$ cat src/rtl/display_share_scheduler_pkg.sv
// Shared types and constants for the display share scheduler.
// Requester indices, FSM states and the default dwell time.
package display_pkg;

  typedef enum logic {
    IDLE,
    SHOW
  } state_t;

  localparam logic [1:0] REQ_A      = 2'd0;
  localparam logic [1:0] REQ_B      = 2'd1;
  localparam logic [1:0] REQ_R      = 2'd2;
  localparam logic [1:0] OWNER_NONE = 2'd3;

  localparam int HOLD_CYCLES_DEFAULT = 27_000_000;

  function automatic logic [2:0] onehot3(input logic [1:0] idx);
    logic [2:0] oh;
    oh = 3'b000;
    unique case (idx)
      REQ_A:   oh = 3'b001;
      REQ_B:   oh = 3'b010;
      REQ_R:   oh = 3'b100;
      default: oh = 3'b000;
    endcase
    return oh;
  endfunction

endpackage

$ cat src/rtl/display_share_scheduler_if.sv
// Request/word bundle between the BCD sources and the scheduler.
// master = source side, slave = scheduler side.
interface display_share_scheduler_if;

  logic [2:0]  req_i;
  logic [15:0] bcd_a_i;
  logic [15:0] bcd_b_i;
  logic [15:0] bcd_r_i;
  logic [2:0]  ack_o;
  logic [15:0] bcd_o;
  logic [1:0]  owner_o;
  logic        busy_o;

  modport master (
    output req_i,
    output bcd_a_i,
    output bcd_b_i,
    output bcd_r_i,
    input  ack_o,
    input  bcd_o,
    input  owner_o,
    input  busy_o
  );

  modport slave (
    input  req_i,
    input  bcd_a_i,
    input  bcd_b_i,
    input  bcd_r_i,
    output ack_o,
    output bcd_o,
    output owner_o,
    output busy_o
  );

endinterface

$ cat src/rtl/display_share_scheduler_rr_arbiter3.sv
// Three-way combinational round-robin arbiter.
// Search starts one past last_ptr; index 3 is never granted.
module rr_arbiter3
  import display_pkg::*;
(
  input  logic [2:0] req,
  input  logic [1:0] last_ptr,
  output logic [2:0] gnt_onehot,
  output logic [1:0] gnt_idx,
  output logic       any
);

  logic [1:0] o0;
  logic [1:0] o1;
  logic [1:0] o2;

  // Search order derived from the last granted index.
  always_comb begin
    o0 = REQ_A;
    o1 = REQ_B;
    o2 = REQ_R;
    unique case (last_ptr)
      REQ_A: begin
        o0 = REQ_B;
        o1 = REQ_R;
        o2 = REQ_A;
      end
      REQ_B: begin
        o0 = REQ_R;
        o1 = REQ_A;
        o2 = REQ_B;
      end
      default: begin
        o0 = REQ_A;
        o1 = REQ_B;
        o2 = REQ_R;
      end
    endcase
  end

  // First pending requester in search order wins.
  always_comb begin
    gnt_idx = OWNER_NONE;
    if (req[o0])
      gnt_idx = o0;
    else if (req[o1])
      gnt_idx = o1;
    else if (req[o2])
      gnt_idx = o2;
  end

  assign any        = |req;
  assign gnt_onehot = onehot3(gnt_idx);

endmodule

$ cat src/rtl/display_share_scheduler.sv
// Round-robin time-sharing of one 7-segment display among
// three BCD sources, with a minimum dwell per grant.
module display_share_scheduler
  import display_pkg::*;
#(
  parameter int HOLD_CYCLES = HOLD_CYCLES_DEFAULT
) (
  input  logic                      clk,
  input  logic                      rst_i,
  display_share_scheduler_if.slave  bus
);

  localparam int TW = $clog2(HOLD_CYCLES);
  localparam logic [TW-1:0] RELOAD = TW'(HOLD_CYCLES - 1);

  state_t        state;
  state_t        state_n;
  logic [TW-1:0] timer;
  logic [1:0]    last_ptr;
  logic [1:0]    owner;
  logic [15:0]   bcd;
  logic [2:0]    ack;

  logic [2:0]    gnt_onehot;
  logic [1:0]    gnt_idx;
  logic          any;
  logic          own_req;
  logic          do_grant;
  logic          do_refresh;
  logic [1:0]    sel_idx;
  logic [15:0]   sel_word;

  rr_arbiter3 u_arb (
    .req        (bus.req_i),
    .last_ptr   (last_ptr),
    .gnt_onehot (gnt_onehot),
    .gnt_idx    (gnt_idx),
    .any        (any)
  );

  assign own_req = |(bus.req_i & onehot3(owner));

  // Next state and grant/refresh decision.
  always_comb begin
    state_n    = state;
    do_grant   = 1'b0;
    do_refresh = 1'b0;
    unique case (state)
      IDLE: begin
        if (any) begin
          do_grant = 1'b1;
          state_n  = SHOW;
        end
      end
      SHOW: begin
        if (timer == '0) begin
          if (any)
            do_grant = 1'b1;
          else
            state_n = IDLE;
        end else if (own_req) begin
          do_refresh = 1'b1;
        end
      end
      default: state_n = IDLE;
    endcase
  end

  // Refresh re-reads the current owner; a grant reads the winner.
  always_comb begin
    sel_idx  = do_grant ? gnt_idx : owner;
    sel_word = 16'h0000;
    unique case (1'b1)
      sel_idx == REQ_A: sel_word = bus.bcd_a_i;
      sel_idx == REQ_B: sel_word = bus.bcd_b_i;
      sel_idx == REQ_R: sel_word = bus.bcd_r_i;
      default:          sel_word = 16'h0000;
    endcase
  end

  // FSM state register.
  always_ff @(posedge clk or posedge rst_i) begin
    if (rst_i)
      state <= IDLE;
    else
      state <= state_n;
  end

  // Output word, owner, ack pulse, pointer and dwell timer.
  always_ff @(posedge clk or posedge rst_i) begin
    if (rst_i) begin
      bcd      <= 16'h0000;
      owner    <= OWNER_NONE;
      ack      <= 3'b000;
      last_ptr <= REQ_R;
      timer    <= '0;
    end else begin
      ack <= 3'b000;
      if (do_grant || do_refresh) begin
        bcd   <= sel_word;
        ack   <= onehot3(sel_idx);
        timer <= RELOAD;
      end else if (state == SHOW && timer != '0) begin
        timer <= timer - TW'(1);
      end
      if (do_grant) begin
        owner    <= gnt_idx;
        last_ptr <= gnt_idx;
      end
    end
  end

  assign bus.bcd_o   = bcd;
  assign bus.owner_o = owner;
  assign bus.ack_o   = ack;
  assign bus.busy_o  = (state == SHOW);

endmodule

$ cat src/flat_wrapper.sv
// flat-port wrapper written by rule: the top's interface ports become plain ports
module display_share_scheduler_flat import display_pkg::*;
#(
  parameter int HOLD_CYCLES = HOLD_CYCLES_DEFAULT
)
  (clk, rst_i, bus_req_i, bus_bcd_a_i, bus_bcd_b_i, bus_bcd_r_i, bus_ack_o, bus_bcd_o, bus_owner_o, bus_busy_o);
  display_share_scheduler_if bus_i ();
  input  logic clk;
  input  logic rst_i;
  input wire logic [$bits(bus_i.req_i)-1:0] bus_req_i;
  input wire logic [$bits(bus_i.bcd_a_i)-1:0] bus_bcd_a_i;
  input wire logic [$bits(bus_i.bcd_b_i)-1:0] bus_bcd_b_i;
  input wire logic [$bits(bus_i.bcd_r_i)-1:0] bus_bcd_r_i;
  output wire logic [$bits(bus_i.ack_o)-1:0] bus_ack_o;
  output wire logic [$bits(bus_i.bcd_o)-1:0] bus_bcd_o;
  output wire logic [$bits(bus_i.owner_o)-1:0] bus_owner_o;
  output wire logic [$bits(bus_i.busy_o)-1:0] bus_busy_o;
  assign bus_i.req_i = bus_req_i;
  assign bus_i.bcd_a_i = bus_bcd_a_i;
  assign bus_i.bcd_b_i = bus_bcd_b_i;
  assign bus_i.bcd_r_i = bus_bcd_r_i;
  assign bus_ack_o = bus_i.ack_o;
  assign bus_bcd_o = bus_i.bcd_o;
  assign bus_owner_o = bus_i.owner_o;
  assign bus_busy_o = bus_i.busy_o;
  display_share_scheduler #(.HOLD_CYCLES(HOLD_CYCLES)) u_core (.clk(clk), .rst_i(rst_i), .bus(bus_i));
endmodule
$ cat config.mk
export PLATFORM = sky130hd
export DESIGN_NAME = display_share_scheduler_flat
export DESIGN_NICKNAME = d
export VERILOG_FILES = /design/src/rtl/display_share_scheduler_pkg.sv /design/src/rtl/display_share_scheduler_if.sv /design/src/rtl/display_share_scheduler_rr_arbiter3.sv /design/src/rtl/display_share_scheduler.sv /design/src/flat_wrapper.sv
export SDC_FILE = /design/constraint.sdc
export NUM_CORES = 1
export LEC_CHECK = 0
export BUFFER_PORTS_ARGS = -buffer_cell sky130_fd_sc_hd__buf_2
export CAP_MARGIN = 25
export CORE_ASPECT_RATIO = 0.9
export CORE_UTILIZATION = 50
export CTS_CLUSTER_DIAMETER = 100
export CTS_CLUSTER_SIZE = 16
export DETAILED_ROUTE_END_ITERATION = 10
export PLACE_DENSITY = 0.87
export SETUP_SLACK_MARGIN = 0.4
export SYNTH_ARGS = -nofsm -noshare
export SYNTH_HDL_FRONTEND = slang
export SYNTH_SLANG_ARGS = --single-unit
export TNS_END_PERCENT = 50
$ cat constraint.sdc
create_clock -name clk -period 3.6 [get_ports clk]
set_input_delay 0.18 -clock clk [delete_from_list [all_inputs] [get_ports clk]]
set_output_delay 0.18 -clock clk [all_outputs]
set_load 0.005 [all_outputs]
Yosys cells after proc, flatten, opt, wreduce, memory -nomap -nowiden

Cells that the tools add are included.

Word-level logic and storage cells: 54
Register bits: 49
Input port bits: 53
Output and inout bits: 22

Equality and inequality tests: 5
Multiplexer cells: 27
Magnitude comparators: 3
Bitwise operators: 2
Reductions and logical operators: 10
Add/sub/neg operators: 1

Operators with widths:

| kind                                                                         | count |
|---|---|
| 25-bit 2-to-1 mux                                                            | 2 |
| 16-bit case mux with 3 select lines                                          | 1 |
| 25-bit zero test                                                             | 1 |
| 25-bit nonzero test                                                          | 1 |
| 25-bit by 1-bit subtractor with 25-bit output, second input constant         | 1 |
| 3-bit case mux with 3 select lines                                           | 2 |
| 2-bit case mux with 2 select lines                                           | 3 |
| 2-bit by 3-bit less-than comparator with 1-bit output, second input constant | 3 |
| 1-bit 2-to-1 mux                                                             | 9 |
| 2-bit 2-to-1 mux                                                             | 4 |
| 1-bit binary-select mux with 2-bit select                                    | 3 |
| 2-bit by 1-bit equality test with 1-bit output, second input constant        | 3 |
| 2-bit zero test                                                              | 3 |
| 3-bit OR reduction                                                           | 2 |
| 2-bit equality test, second input constant                                   | 2 |
| 1-bit case mux with 2 select lines                                           | 2 |
| 3-bit bitwise AND                                                            | 1 |
| 3-bit 2-to-1 mux                                                             | 1 |
| 2-bit nonzero test                                                           | 1 |
| 1-bit logical AND                                                            | 1 |
| 1-bit logical OR                                                             | 1 |
| 1-bit NOT                                                                    | 1 |

Depth between registers and ports, before layout

Depth in word-level cells: 11
Depth in mapped cells: 11
Gate-level depth less buffers: 8

Cells and area by module

From an unflattened synthesis, not the netlist that was laid out.

Cells, all modules: 246
Area total of the unflattened synthesis: 2521.2 um^2

By module, submodules not included:

| module                  | instances | seq. area each (um^2) | area an instance (um^2) | cells an instance |
|---|---|---|---|---|
| display_share_scheduler | 1         | 1229.9                | 2428.6                  | 230 |
| rr_arbiter3             | 1         | 0.0                   | 92.6                    | 16 |

Worst setup path before layout

No wires, ideal clock.

Path type: reg2reg
Start: register u_core.timer[0]
End: register u_core.bcd[1], in the netlist u_core.bus.bcd_o[1]
Data arrival time: 2796 ps
Path slack: 724 ps
Setup time: 80 ps
Clock period less this slack: 2876 ps
Path buffers: 3
Cell stages (with the launch flop): 12
Data required time: 3520 ps
Cell sequence: dfrtp_1 inv_1 ha_1 nor4b_1 or4b_1 buf_2 o21ai_4 mux2_4 or2_1 buf_6 buf_6 o211ai_2

Cells in the longest elaborated chain, start to end: 6
Elaborated cells between the ends (all ways): 11
Classes of those cells: 2 x eq/ne; 6 x mux; 3 x reduce/logical

RTL lines:

| item                                        | RTL line                       | text |
|---|---|---|
| from (decl)                                 | display_share_scheduler.sv:18  | `logic [TW-1:0] timer;` |
| from (signal assigned)                      | display_share_scheduler.sv:104 | `timer <= timer - TW'(1);` |
| 25-bit zero test *                          | display_share_scheduler.sv:56  | `if (timer == '0) begin` |
| 1-bit 2-to-1 mux                            | display_share_scheduler.sv:56  |  |
| 1-bit case mux with 2 select lines          | display_share_scheduler.sv:48  | `unique case (state)` |
| 2-bit 2-to-1 mux                            | display_share_scheduler.sv:71  | `sel_idx = do_grant ? gnt_idx : owner;` |
| 2-bit equality test (tied with other cells) | display_share_scheduler.sv:76  | `sel_idx == REQ_R: sel_word = bus.bcd_r_i;` |
| 16-bit case mux with 3 select lines         | display_share_scheduler.sv:73  | `unique case (1'b1)` |
| to (signal assigned)                        | display_share_scheduler.sv:100 | `bcd <= sel_word;` |
| to (decl)                                   | display_share_scheduler.sv:21  | `logic [15:0] bcd;` |

Every way passes the cells marked *; elsewhere a longest branch is shown, timed or not.
A chain may end at the register's enable or synchronous reset.

Worst setup path in the final report

Start: register u_core.timer[0]
End: register u_core.bcd[15], in the netlist u_core.bus.bcd_o[15]

The elaborated chain is that of the path after synthesis.

==> reports/metrics.csv <==
stage,metric,value,unit
outcome,run status,"finished, final reports clean",
critical_path,critical path launch point type,register,
critical_path,crit path max-delay cell type,or4b_4,
flow_run,Max Cap Violations,0,
critical_path,Critical Path RT,3820,ps
sta,Slew HR,0.549,
synth,Yosys reg bits,49,
sta,setup TNS,0,ps
clocking,postcts setup bufs,0,
clocking,CTS buffer count,5,
cells_and_area,diodes inserted,0,
sta,Final Cycle Share,0.832,
clocking,CTS max path bufs,2,
synth,top-area cell type share of the netlist area,0.432,
global_route,largest net degree at the start of global routing,50,
clocking,Clock Sinks,49,
placed_design,Post-DP HPWL,4620,um
synth,async set or reset register ratio after synthesis,1.00,
sta,Fmax,334,MHz
critical_path,Crit. End Element,register,
route,Vias/cell,5.83,
route,drt first pass iters,4,
synth,synth top area cells,"dfrtp_1, mux2i_1, xnor2_1",
floorplanning,DIE AREA,5620,um2
clocking,number of H-tree levels,2,
floorplanning,row cnt,24,
route,"wirelength, routed",6520,um
sta,Worst Tran Pin Value,676,ps
clocking,clk slew on worst S/H paths,90,ps
clocking,Worst-Skew Late Latency,310,ps
critical_path,delay of the slowest critical-path stage,570,ps
floorplanning,I/O pin count,75,
global_route,number of global-route vias before repair,2175,
global_route,first-pass GRT wire length,10600,um
power,clock power share,0.290,
floorplanning,Die H,71.2,um
synth,syn_nets,315,
synth,"Avg Cell Area, Syn",10.2,um2
floorplanning,Initial Utilization,0.534,
synth,"EDFF count, synth",0,
global_route,GRT overflow,0,
sta,Final Max Tran Viols,0,
sta,# setup viols final,0,
route,wire per inst,16.2,um
clocking,TritonCTS clock tree,yes,
synth,Synth area leader,dfrtp_1,
synth,Post-Syn Area,2660,um2
power,Cell Pwr Density,350,nW/um2
worst_hold_path,Worst Hold Class,in2reg,
route,drt initial violations,160,
cells_and_area,Fillers,404,
floorplanning,Placeable Area,4980,um2
sta,post-route minimum period,3000,ps
critical_path,Buffers & Inverters on Critical Path,1,
sta,clk_skew,8.42,ps
cells_and_area,share of cells above drive strength 1,0.337,
power,sequential power share,0.536,
route,DR vias,2349,
placed_design,port bufs,74,
power,Combinational Power Share,0.174,
synth,cell count after synthesis,261,
sta,hold violation total from the final report,0,
synth,distinct cell type count after synthesis,46,
synth,most common flop cell mapped by yosys,dfrtp_1,
power,cell internal pwr,0.814,mW
floorplanning,Die Wd,78.9,um
global_route,overall global routing resource usage,0.243,
critical_path,critical path cell sequence,"inv_1, ha_1, nor4b_2, or4b_4, o21ai_4, mux2_4, or2_4, o211ai_1",
synth,Ys Warns,0,
power,Sw Pwr,0.318,mW
route,post-route ant nets,0,
critical_path,crit path max fanout,19,
critical_path,Critical Path AT,3210,ps
cells_and_area,Final nets,391,
cells_and_area,synthesis-to-layout area growth,21.5,%
power,maximum VDD drop,0.184,mV
critical_path,worst setup path category,reg2reg,
power,Final Power,1.13,mW
placed_design,Final Wtd Congestion,0.894,
power,Pleak,1.41,nW
clocking,root buf cell,clkbuf_8,
critical_path,cell family with most CP delay,simple AND/OR/NAND/NOR gates,
power,sw frac,0.281,
global_route,initial antenna violation count,0,
sta,RSZ-0062 raised after global routing,no,
route,DRC Markers,0,
synth,post-synthesis sequential area ratio,0.462,
-- cell usage in the layout (no fill, tap or decap), types with 2 or more instances in the layout --
cell       count
or4_1          3
nand4_1       17
buf_2         74
nor2b_1        2
clkbuf_8       5
nand2b_1       4
o2111ai_1      2
o21a_1         2
a21oi_1        4
buf_4          6
inv_1          5
mux2i_1       18
nor4_1        10
o21ai_0        7
xnor2_1       14
dfrtp_1       46
o211ai_2       9
dfstp_2        3
xor2_1         4
nor2_1        15
nand3_1        6
o211ai_1       8
nor3_1         9
nand2_1       32
or3_1          6
-- metrics by stage --
stage | instance area (um2) | utilization | hold slack (ps) | worst slack [ps] | instances
floorplan | 2660 | - | 356 | 724 | 261
global placement | 3100 | 0.622 | 445 | 405 | 393
detailed placement | 3100 | 0.622 | 454 | 190 | 393
CTS | 3200 | 0.642 | 127 | 527 | 401
global route | 3240 | 0.649 | 127 | 453 | 403
finish | 3240 | 0.649 | 129 | 605 | 403
-- flip-flops by register name, indices dropped and copies added, names as in the netlist --
signal / cells
u_core.timer: 25
u_core.bus.bcd_o: 16
u_core.bus.ack_o: 3
u_core.bus.owner_o: 2
u_core.last_ptr: 2
u_core.bus.busy_o: 1
-- per-layer routing --
metal	vias up	track usage	wire length [um]
li1	1119	-	-
met1	1155	0.336	2790
met4	0	0.0788	92
met3	11	0.0484	284
met2	64	0.388	3360
met5	-	0	0
-- worst min-delay path: stages --
cell and delay [ps]:
buf_2 70, nand4_1 60, o211ai_1 90
-- cell type report --
type / instances / area [um2] / area share
multi-input combinational: 192 / 1360 / 0.420
sequential: 49 / 1230 / 0.380
tap: 65 / 81.3 / 0.0251
timing repair buffer: 83 / 457 / 0.141
clock inverter: 2 / 13.8 / 0.00425
clock buffer: 6 / 72.6 / 0.0224
inverter: 6 / 22.5 / 0.00696
-- Yosys cell counts (2+ instances only) --
| library cell | n |
|---|---|
| nor2b_1 | 2 |
| o211ai_2 | 9 |
| o211ai_1 | 8 |
| buf_2 | 4 |
| inv_1 | 6 |
| xnor2_1 | 14 |
| nand3_1 | 6 |
| o32ai_1 | 2 |
| nor4_1 | 10 |
| or4_1 | 3 |
| buf_6 | 3 |
| nand4_1 | 17 |
| xor2_1 | 4 |
| or3_1 | 6 |
| a21oi_1 | 4 |
| nor3_1 | 9 |
| dfstp_2 | 3 |
| o21ai_0 | 7 |
| nand2b_1 | 4 |
| mux2i_1 | 18 |
| o2111ai_1 | 2 |
| nor2_1 | 15 |
| o21a_1 | 2 |
| dfrtp_1 | 46 |
| nand2_1 | 32 |
| clkbuf_1 | 5 |
-- kinds of logic (layout without fill, tap and decap cells) --
| logic type | after synthesis | in the layout | share of synthesized area |
|---|---|---|---|
| compound gates | 42 | 42 | 0.141 |
| simple gates | 112 | 112 | 0.220 |
| buf+inv | 20 | 97 | 0.0399 |
| mux | 19 | 19 | 0.0733 |
| fa+ha+maj | 1 | 1 | 0.00470 |
| flops | 49 | 49 | 0.462 |
| xor+xnor | 18 | 18 | 0.0592 |
-- power by group through the flow --
stage | sequential (mW) | combinational [mW] | clock (mW)
floorplan | 0.617 | 0.105 | 0
global placement | 0.614 | 0.184 | 0
finish | 0.607 | 0.197 | 0.329
detailed placement | 0.616 | 0.193 | 0
global route | 0.610 | 0.216 | 0.357
CTS | 0.606 | 0.194 | 0.334
-- timing repair --
| action | CTS | global route |
|---|---|---|
| hold endpoints to repair | 0 | 8 |
| setup endpoints to repair | 17 | 17 |
| hold buffers | 0 | 1 |
| gates resized for setup | 3 | 3 |
-- path summary, 6_finish.rpt --
check	startpoint	endpoint	slack, ps	depth (start not counted)
max in group asynchronous	rst_i	u_core.last_ptr[1]	2740	4
worst max register to register	u_core.timer[0]	u_core.bus.bcd_o[15]	600	8
worst min register to register	u_core.bus.bcd_o[3]	u_core.bus.bcd_o[3]	500	2
worst max-delay path	u_core.timer[0]	u_core.bus.bcd_o[15]	600	8
min in group asynchronous	rst_i	u_core.bus.ack_o[2]	310	3
worst min-delay path	bus_bcd_b_i[11]	u_core.bus.bcd_o[11]	130	3
Note: power is estimated with default switching activity, not from simulation.
